`config.mk`:
```
export PLATFORM = sky130hd
export DESIGN_NAME = uart_tx_arbiter
export DESIGN_NICKNAME = d
export VERILOG_FILES = /design/src/rtl/uart_tx_arbiter_pkg.sv /design/src/rtl/uart_tx_arbiter_rr.sv /design/src/rtl/uart_tx_arbiter.sv
export SDC_FILE = /design/constraint.sdc
export NUM_CORES = 1
export LEC_CHECK = 0
export CAP_MARGIN = 20
export CORE_ASPECT_RATIO = 0.5
export CORE_MARGIN = 5
export CORE_UTILIZATION = 49
export DETAILED_ROUTE_END_ITERATION = 8
export GPL_TIMING_DRIVEN = 1
export PLACE_DENSITY = 0.8
export SKIP_CTS_REPAIR_TIMING = 1
export SLEW_MARGIN = 15
export SYNTH_ARGS = -nofsm -noshare
export SYNTH_HDL_FRONTEND = slang
export SYNTH_HIERARCHICAL = 1
export SYNTH_SLANG_ARGS = --single-unit
```
`constraint.sdc`:
```
create_clock -name clk -period 2.6 [get_ports clk]
set_clock_uncertainty 0.15 [all_clocks]
set_input_delay 0.52 -clock clk [delete_from_list [all_inputs] [get_ports clk]]
set_output_delay 0.52 -clock clk [all_outputs]
set_load 0.005 [all_outputs]
```
`src/rtl/uart_tx_arbiter_pkg.sv`:
```
// Shared types and constants for the round-robin UART transmit arbiter.
// Optional feature macro: UART_PARITY_EN (adds an even-parity bit after data).
package uart_pack;

  localparam int UART_CLKS_PER_BIT = 16;
  localparam int UART_DATA_WIDTH   = 8;

  typedef enum logic [2:0] {
    IDLE,
    START,
    DATA,
`ifdef UART_PARITY_EN
    PARITY,
`endif
    STOP
  } tx_state_t;

  // Index width for a count of n items; never narrower than one bit.
  function automatic int idx_w(input int n);
    return (n > 1) ? $clog2(n) : 1;
  endfunction

endpackage

```
`src/rtl/uart_tx_arbiter_rr.sv`:
```
// Combinational round-robin pick: first set req bit at or after ptr, with wrap.
// The pointer register itself lives in the parent.
module rr_arbiter
  import uart_pack::*;
#(
  parameter int NUM_REQ = 4,
  parameter int IW      = idx_w(NUM_REQ)
) (
  input  logic [NUM_REQ-1:0] req,
  input  logic [IW-1:0]      ptr,
  output logic [NUM_REQ-1:0] gnt,
  output logic [IW-1:0]      idx,
  output logic               valid
);

  localparam logic [IW:0]         NR  = (IW+1)'(NUM_REQ);
  localparam logic [NUM_REQ-1:0]  ONE = {{(NUM_REQ-1){1'b0}}, 1'b1};

  logic [IW:0] cand;

  // Walk candidates ptr, ptr+1, ... (mod NUM_REQ); the first pending one wins.
  always_comb begin
    valid = 1'b0;
    idx   = '0;
    cand  = '0;
    for (int i = 0; i < NUM_REQ; i++) begin
      cand = {1'b0, ptr} + (IW+1)'(i);
      if (cand >= NR) cand = cand - NR;
      if (!valid && (|((req >> cand) & ONE))) begin
        valid = 1'b1;
        idx   = cand[IW-1:0];
      end
    end
  end

  // One-hot decode of the winning index.
  always_comb begin
    gnt = '0;
    for (int i = 0; i < NUM_REQ; i++)
      gnt[i] = valid && (idx == IW'(i));
  end

endmodule

```
`src/rtl/uart_tx_arbiter.sv`:
```
// Shares one UART tx line among NUM_REQ byte producers with round-robin
// arbitration. Frame: start(0), DATA_WIDTH bits LSB-first, [parity], stop(1).
// Optional feature macro: UART_PARITY_EN (even parity bit between data and stop).
// tx/busy are registered one cycle behind the FSM state, so a grant visible in
// cycle T puts the start bit on tx from T+1.
module uart_tx_arbiter
  import uart_pack::*;
#(
  parameter int NUM_REQ      = 4,
  parameter int DATA_WIDTH   = UART_DATA_WIDTH,
  parameter int CLKS_PER_BIT = UART_CLKS_PER_BIT
) (
  input  logic                          clk,
  input  logic                          rst_n,
  input  logic [NUM_REQ-1:0]            req,
  input  logic [NUM_REQ*DATA_WIDTH-1:0] data,
  output logic [NUM_REQ-1:0]            gnt,
  output logic                          tx,
  output logic                          busy,
  output logic [$clog2(NUM_REQ)-1:0]    owner
);

  localparam int IW  = idx_w(NUM_REQ);
  localparam int BW  = idx_w(CLKS_PER_BIT);
  localparam int BIW = idx_w(DATA_WIDTH);

  localparam logic [IW-1:0]  PTR_LAST  = IW'(NUM_REQ - 1);
  localparam logic [BW-1:0]  BAUD_LAST = BW'(CLKS_PER_BIT - 1);
  localparam logic [BIW-1:0] BIT_LAST  = BIW'(DATA_WIDTH - 1);

  tx_state_t             state;
  logic [IW-1:0]         ptr;
  logic [BW-1:0]         baud;
  logic [BIW-1:0]        bidx;
  logic [DATA_WIDTH-1:0] sh;
`ifdef UART_PARITY_EN
  logic                  par;
`endif

  logic [NUM_REQ-1:0]    arb_gnt;
  logic [IW-1:0]         arb_idx;
  logic                  arb_valid;
  logic [DATA_WIDTH-1:0] dsel;
  logic                  baud_last;

  rr_arbiter #(.NUM_REQ(NUM_REQ), .IW(IW)) u_rr (
    .req   (req),
    .ptr   (ptr),
    .gnt   (arb_gnt),
    .idx   (arb_idx),
    .valid (arb_valid)
  );

  // Byte of the winning requester, captured only on the grant edge.
  always_comb begin
    dsel = '0;
    for (int i = 0; i < NUM_REQ; i++)
      if (arb_idx == IW'(i)) dsel = data[i*DATA_WIDTH +: DATA_WIDTH];
  end

  assign baud_last = (baud == BAUD_LAST);

  // Frame FSM with baud counter, shift register and registered line outputs.
  always_ff @(posedge clk or negedge rst_n) begin
    if (!rst_n) begin
      state <= IDLE;
      ptr   <= '0;
      owner <= '0;
      gnt   <= '0;
      busy  <= 1'b0;
      tx    <= 1'b1;
      baud  <= '0;
      bidx  <= '0;
      sh    <= '0;
`ifdef UART_PARITY_EN
      par   <= 1'b0;
`endif
    end else begin
      gnt  <= '0;
      busy <= (state != IDLE);
      if (state != IDLE) baud <= baud_last ? '0 : baud + 1'b1;
      unique case (state)
        IDLE: begin
          tx   <= 1'b1;
          baud <= '0;
          bidx <= '0;
          if (arb_valid) begin
            gnt   <= arb_gnt;
            owner <= arb_idx;
            ptr   <= (arb_idx == PTR_LAST) ? '0 : arb_idx + 1'b1;
            sh    <= dsel;
`ifdef UART_PARITY_EN
            par   <= ^dsel;
`endif
            state <= START;
          end
        end
        START: begin
          tx <= 1'b0;
          if (baud_last) state <= DATA;
        end
        DATA: begin
          tx <= sh[0];
          if (baud_last) begin
            sh <= sh >> 1;
            if (bidx == BIT_LAST) begin
              bidx  <= '0;
`ifdef UART_PARITY_EN
              state <= PARITY;
`else
              state <= STOP;
`endif
            end else begin
              bidx <= bidx + 1'b1;
            end
          end
        end
`ifdef UART_PARITY_EN
        PARITY: begin
          tx <= par;
          if (baud_last) state <= STOP;
        end
`endif
        STOP: begin
          tx <= 1'b1;
          if (baud_last) state <= IDLE;
        end
        default: state <= IDLE;
      endcase
    end
  end

endmodule

```
==> out/metrics.cfg, run 1 <==
[final_layout]
fin_util_pct = 71.9
area_growth_pct = 40.4
nNetsFinal = 293
diodes = 0
drive_above_1_share_pct = 18.7
n_fill_cell = 264
final_area_sq_um = 2480

[grt]
overflow = 0
grt_pass1_vias = 1560
grtUsageTotal_pct = 19.0
grt_pass1_wl_um = 7250
grt_antenna_before_repair = 0
grt_max_degree = 28

[worst_setup_path]
slowest_stage = dfrtp_1
cp-end-kind = register
cp_max_fo = 7
critPathLaunchType = register
cp.arrival_ns = 2.50
setup.worst_path.class = reg -> reg
cp_top_family = compound AO/OA/AOI/OAI gates
slowest_delay_ns = 0.48
crit_chain = inv_1 > o21ai_0 > o2bb2a_2 > inv_1 > ha_1 > nor2b_4 > a221oi_2 > o31ai_2 > a22o_1
cp.required_ns = 2.67
cp_common_cell = inv_1
cp.buffers_inverters = 2

[power]
finalPower_uw = 827
worst_ir_drop_vdd_uv = 309
powerDensity_nw_per_um2 = 333
p_leak_nw = 1.10

[sta]
drv_slew = 0
setup_violations = 0
timing.hold.ws_ns = 0.339
min_period_ns = 2.43
max_slew_margin_pct = 71.5
rsz0062_at_grt = no
worst_pin_slew_ns = 0.416
period_share_pct = 93.5
hold_violations = 0
clock.fmax_mhz = 411

[synth]
synth.avg_cell_area_sq_um = 9.46
synthesis.nets = 238
yosysSeqAreaShare_pct = 38.3
yosys.area.top_type_share_pct = 36.8
ys.warnings.count = 6
ys_types = 42
synth-seq-cells = 27
synth_area_leader_cell = dfrtp_1
syn_area_sq_um = 1770
synth.area.top_cells = dfrtp_1 (37%), ha_1 (9.2%), a21oi_1 (6.2%), a22o_1 (4.0%), a221oi_1 (3.5%)
syn_inst = 187

[route]
vias = 1594
firstDrtPassIters = 4
dr.first_iter.drc_count = 84
antenna_left = 0
finalWirelength_um = 4640
avgRoutedWirePerCell_um = 15.9
via_per_inst = 5.46
drc_errors = 0

[floorplanning]
rows = 15
die_w_um = 95.0
die-area_sq_um = 4990
chipHeight_um = 52.5
num_io_pins = 46
initial_core_util_pct = 51.2
core-area_sq_um = 3450

[clock_network]
tritoncts = done
path_clk_slew_ns = 0.10
insertion_delay_ns = 0.27
clock_path_buffers = 2
cts_sinks = 27
cts_root_buffer = clkbuf_8
cts.htree.levels = 1
cts_inserted_buffers = 3

[placement]
place_area_sq_um = 2330
dp_hpwl_um = 3480
portBuffers = 45
gp_congestion = 0.807

[status]
status = finished clean

[job]
max_cap_viol_count = 0

[worst_hold_path]
hp-class = reg -> reg

kinds of logic after synthesis:
group | share of synthesized area [%]
AOI/OAI and AO/OA | 27.3
and+or+nand+nor | 14.1
buffers and inverters | 8.27
DFF | 38.3
adders and majority gates | 9.19
muxes | 2.40
xor gates and xnor gates | 0.495
cells in the mapped netlist:
cell	number
dfrtp_1	26
a21oi_1	22
inv_1	16
ha_1	13
nand2_1	11
o21ai_0	11
nor2b_1	9
a22o_1	8
o31ai_1	8
a221oi_1	7
nor2_1	6
buf_2	5
and3_1	4
buf_6	4
nor3_1	4
a21boi_0	2
clkbuf_1	2
mux2_2	2
mux2i_1	2
nand2b_1	2
o221a_2	2
a21o_1	1
a21oi_2	1
a22oi_1	1
a311oi_1	1
and2_1	1
and2b_2	1
and3_4	1
clkbuf_2	1
dfstp_2	1
inv_2	1
nand3b_1	1
nand4b_1	1
nor2b_4	1
nor4b_1	1
o211ai_4	1
o21bai_1	1
o221ai_1	1
o2bb2a_1	1
o2bb2ai_1	1
or2_1	1
xnor2_1	1
metrics by stage:
stage	setup TNS, ns	cells	setup slack (ns)
detailed placement	-3.30	287	-0.481
global placement	-2.45	287	-0.347
finish	0	292	0.170
floorplan	0	187	0.0534
global route	0	292	0.0395
CTS	-0.941	291	-0.179
layout by cell type (no fill, tap or decap), types with 3 or more instances in the layout:
cell type and count:
nor2b_1 9, a221oi_2 5, dfrtp_1 26, inv_1 15
clkbuf_8 3, nor3_1 4, nand2_1 11, nor2_1 6
buf_4 15, a22o_1 8, o31ai_2 3, dlymetal6s2s_1 4
clkdlybuf4s50_1 41, and3_1 4, a21oi_1 22, o21ai_0 11
ha_1 11, o31ai_1 5
state kept, by name, summed over array words and instances (netlist names):
register and count:
gnt 4, owner 2, state 2, busy 1, ptr 2, tx 1, baud 4, bidx 3
sh 8
routing by layer:
layer | part of all wire, % | track usage, % | vias up
met5 | 0 | 0 | -
met1 | 43 | 23.7 | 774
met2 | 53 | 34.7 | 35
li1 | - | - | 781
met3 | 3.4 | 3.30 | 4
met4 | 0.75 | 4.07 | 0
report_power, final:
part           internal [mW]  switching, mW  leakage, nW  total [mW]
clock                  0.109          0.136       0.0217       0.245
sequential             0.420              0        0.354       0.420
combinational         0.0931         0.0698        0.728       0.163
total                  0.621          0.206         1.10       0.827
path summary, 6_finish.rpt:
path,from,end,slack [ns],cells past startpoint
max,ptr[0]$_DFFE_PN0P_,sh[5]$_DFFE_PN0P_,0.17,9
min,sh[0]$_DFFE_PN0P_,sh[0]$_DFFE_PN0P_,0.34,2
max reg2reg,ptr[0]$_DFFE_PN0P_,sh[5]$_DFFE_PN0P_,0.17,9
min reg2reg,sh[0]$_DFFE_PN0P_,sh[0]$_DFFE_PN0P_,0.34,2
max in group asynchronous,rst_n,tx$_DFFE_PN1P_,1.53,2
min in group asynchronous,rst_n,ptr[1]$_DFFE_PN0P_,0.46,2
worst min-delay path: cells and delay by family, from the launching register on:
kind	cells	cell delay (ns)
compound gates	1	0.05
flops	1	0.36
simple gates	1	0.05
area by class of cell:
cell class | count | area (sq um) | share of cell area, %
Clock inverter | 1 | 7.51 | 0.302
Tap cell | 51 | 63.8 | 2.57
Inverter | 17 | 63.8 | 2.57
Sequential cell | 27 | 677 | 27.3
Clock buffer | 3 | 41.3 | 1.66
Timing Repair Buffer | 62 | 604 | 24.3
Multi-Input combinational cell | 131 | 1030 | 41.3
No activity file was read; power rests on OpenSTA's default activity.
==> run 2: changes to the inputs <==
CORE_ASPECT_RATIO = 1.5   (was 0.5)
==> run 2 against run 1 <==
Register-to-register slack is essentially flat. Setup slack got worse by 0.15 ns. Combinational power decreased by 14%. Cell count is 3.8% lower. Non-clock buffer count decreased by 2. Flip-flop and latch count stayed put. Sequential power is essentially flat. Critical path depth is 1 higher. Cell area shrank 3.6%. Clock-buffer cell count rose by 1. Critical path type is now in -> reg.
==> out/metrics.cfg, run 2 (same netlist as run 1, synthesis figures left out) <==
[status]
status = finished clean

[sta]
setup_violations = 0
worst_pin_slew_ns = 0.445
min_period_ns = 2.58
rsz0062_at_grt = yes
drv_slew = 0
timing.hold.ws_ns = 0.342
max_slew_margin_pct = 70.2
period_share_pct = 99.2
clock.fmax_mhz = 388
hold_violations = 0

[worst_setup_path]
cp-end-kind = register
crit_chain = clkdlybuf4s50_1 > mux2i_1 > nor2_1 > a311oi_2 > inv_1 > ha_1 > nor2b_4 > a221oi_1 > o31ai_1 > a22o_1
cp.arrival_ns = 2.60
cp_max_fo = 7
crit_start = req[2]
endpoint = sh[4]$_DFFE_PN0P_
reg2reg_to = sh[4]$_DFFE_PN0P_
crit_cells = 10
slowest_stage = clkdlybuf4s50_1
critPathLaunchType = primary input
cp.buffers_inverters = 2
slowest_delay_ns = 0.45
r2r_start = ptr[1]$_DFFE_PN0P_
setup.worst_path.class = in -> reg
cp_top_family = compound AO/OA/AOI/OAI gates
cp.required_ns = 2.62
reg2reg_setup_slack_ns = 0.17
reg2reg_depth = 9

[final_layout]
final_common_cell = clkdlybuf4s50_1
regMostFlops = sh
largest_reg_flops = 8
final_area_sq_um = 2390
reg_top3 = sh x8, baud x4, gnt x4
diodes = 0
final_cell_mix = clkdlybuf4s50_1 (43), dfrtp_1 (26), a21oi_1 (21)
area_growth_pct = 35.3
nNetsFinal = 291
drive_above_1_share_pct = 15.1

[clock_network]
cts_sinks = 27
cts.htree.levels = 1
insertion_delay_ns = 0.27
cts_root_buffer = clkbuf_8
path_clk_slew_ns = 0.09
cts_inserted_buffers = 3
tritoncts = done
clock_path_buffers = 2

[power]
worst_ir_drop_vdd_uv = 290
finalPower_uw = 797
p_leak_nw = 1.07
powerDensity_nw_per_um2 = 333

[route]
vias = 1549
dr.first_iter.drc_count = 45
firstDrtPassIters = 4
antenna_left = 0
via_per_inst = 5.51
avgRoutedWirePerCell_um = 14.0
drc_errors = 0
finalWirelength_um = 3920

[placement]
portBuffers = 45
gp_congestion = 0.836
dp_hpwl_um = 3060
place_area_sq_um = 2310

[floorplanning]
die_w_um = 59.1
initial_core_util_pct = 51.3
chipHeight_um = 83.6
rows = 26
die-area_sq_um = 4940
core-area_sq_um = 3450
num_io_pins = 46

[grt]
grt_pass1_vias = 1587
grt_pass1_wl_um = 6670
grt_max_degree = 28
overflow = 0
grt_antenna_before_repair = 0
grtUsageTotal_pct = 16.8

[worst_hold_path]
hp-class = reg -> reg

[job]
max_cap_viol_count = 0

==> run 2: cell types whose count changed in the layout (fill, tap and decap cells not counted), moves of 2 or more <==
cell / previous run / this run
o31ai_2: 3 / 0
o31ai_1: 5 / 8
a221oi_2: 5 / 2
clkdlybuf4s50_1: 41 / 43
a221oi_1: 1 / 5
dlymetal6s2s_1: 4 / 2
==> run 2: worst min path at each step <==
stage                                     from  cells past startpoint                    to  slack (ns)
after floorplan                          rst_n                      0     baud[0]$_DFF_PN0_        0.07
after global placement    owner[1]$_DFFE_PN0P_                      2  owner[1]$_DFFE_PN0P_        0.31
after detailed placement     sh[0]$_DFFE_PN0P_                      2     sh[0]$_DFFE_PN0P_        0.32
after CTS                  bidx[2]$_DFFE_PN0P_                      2   bidx[2]$_DFFE_PN0P_        0.35
after global routing         baud[0]$_DFF_PN0_                      1     baud[0]$_DFF_PN0_        0.38
final                      bidx[2]$_DFFE_PN0P_                      2   bidx[2]$_DFFE_PN0P_        0.34
==> run 2: metal layers <==
layer,track usage (%),share of wire [%],vias up
met5,0,0,-
met4,8.25,3.5,0
met3,1.86,4.8,11
met2,29.9,53,42
met1,19.1,38,720
li1,-,-,776
==> run 2: per-stage QoR <==
stage | cells | utilization, % | setup TNS [ns] | setup slack (ns)
after global placement | 277 | 67.1 | -1.74 | -0.252
final | 281 | 69.4 | 0 | 0.0203
after CTS | 281 | 68.4 | -0.123 | -0.0855
after global routing | 281 | 69.4 | -0.578 | -0.102
after detailed placement | 277 | 67.1 | -2.20 | -0.375
after floorplan | 187 | - | 0 | 0.0534
==> run 2: final cells by class <==
cell class	count	area [sq um]
well taps	42	52.6
multi-input cells	131	975
fillers	298	1050
flip-flops and latches	27	677
repair buffers	60	581
clock buffers	4	45.0
inverters	17	63.8
==> run 2: worst min-delay path, delay by kind of cell, from the launching register on <==
family | cells | cell delay (ns)
flops | 1 | 0.36
compound gates | 1 | 0.06
simple gates | 1 | 0.05
==> run 2: report_power, final <==
part / switching [mW] / internal (mW) / total, mW
logic: 0.0552 / 0.0845 / 0.140
registers: 0 / 0.420 / 0.420
clock network: 0.127 / 0.110 / 0.237
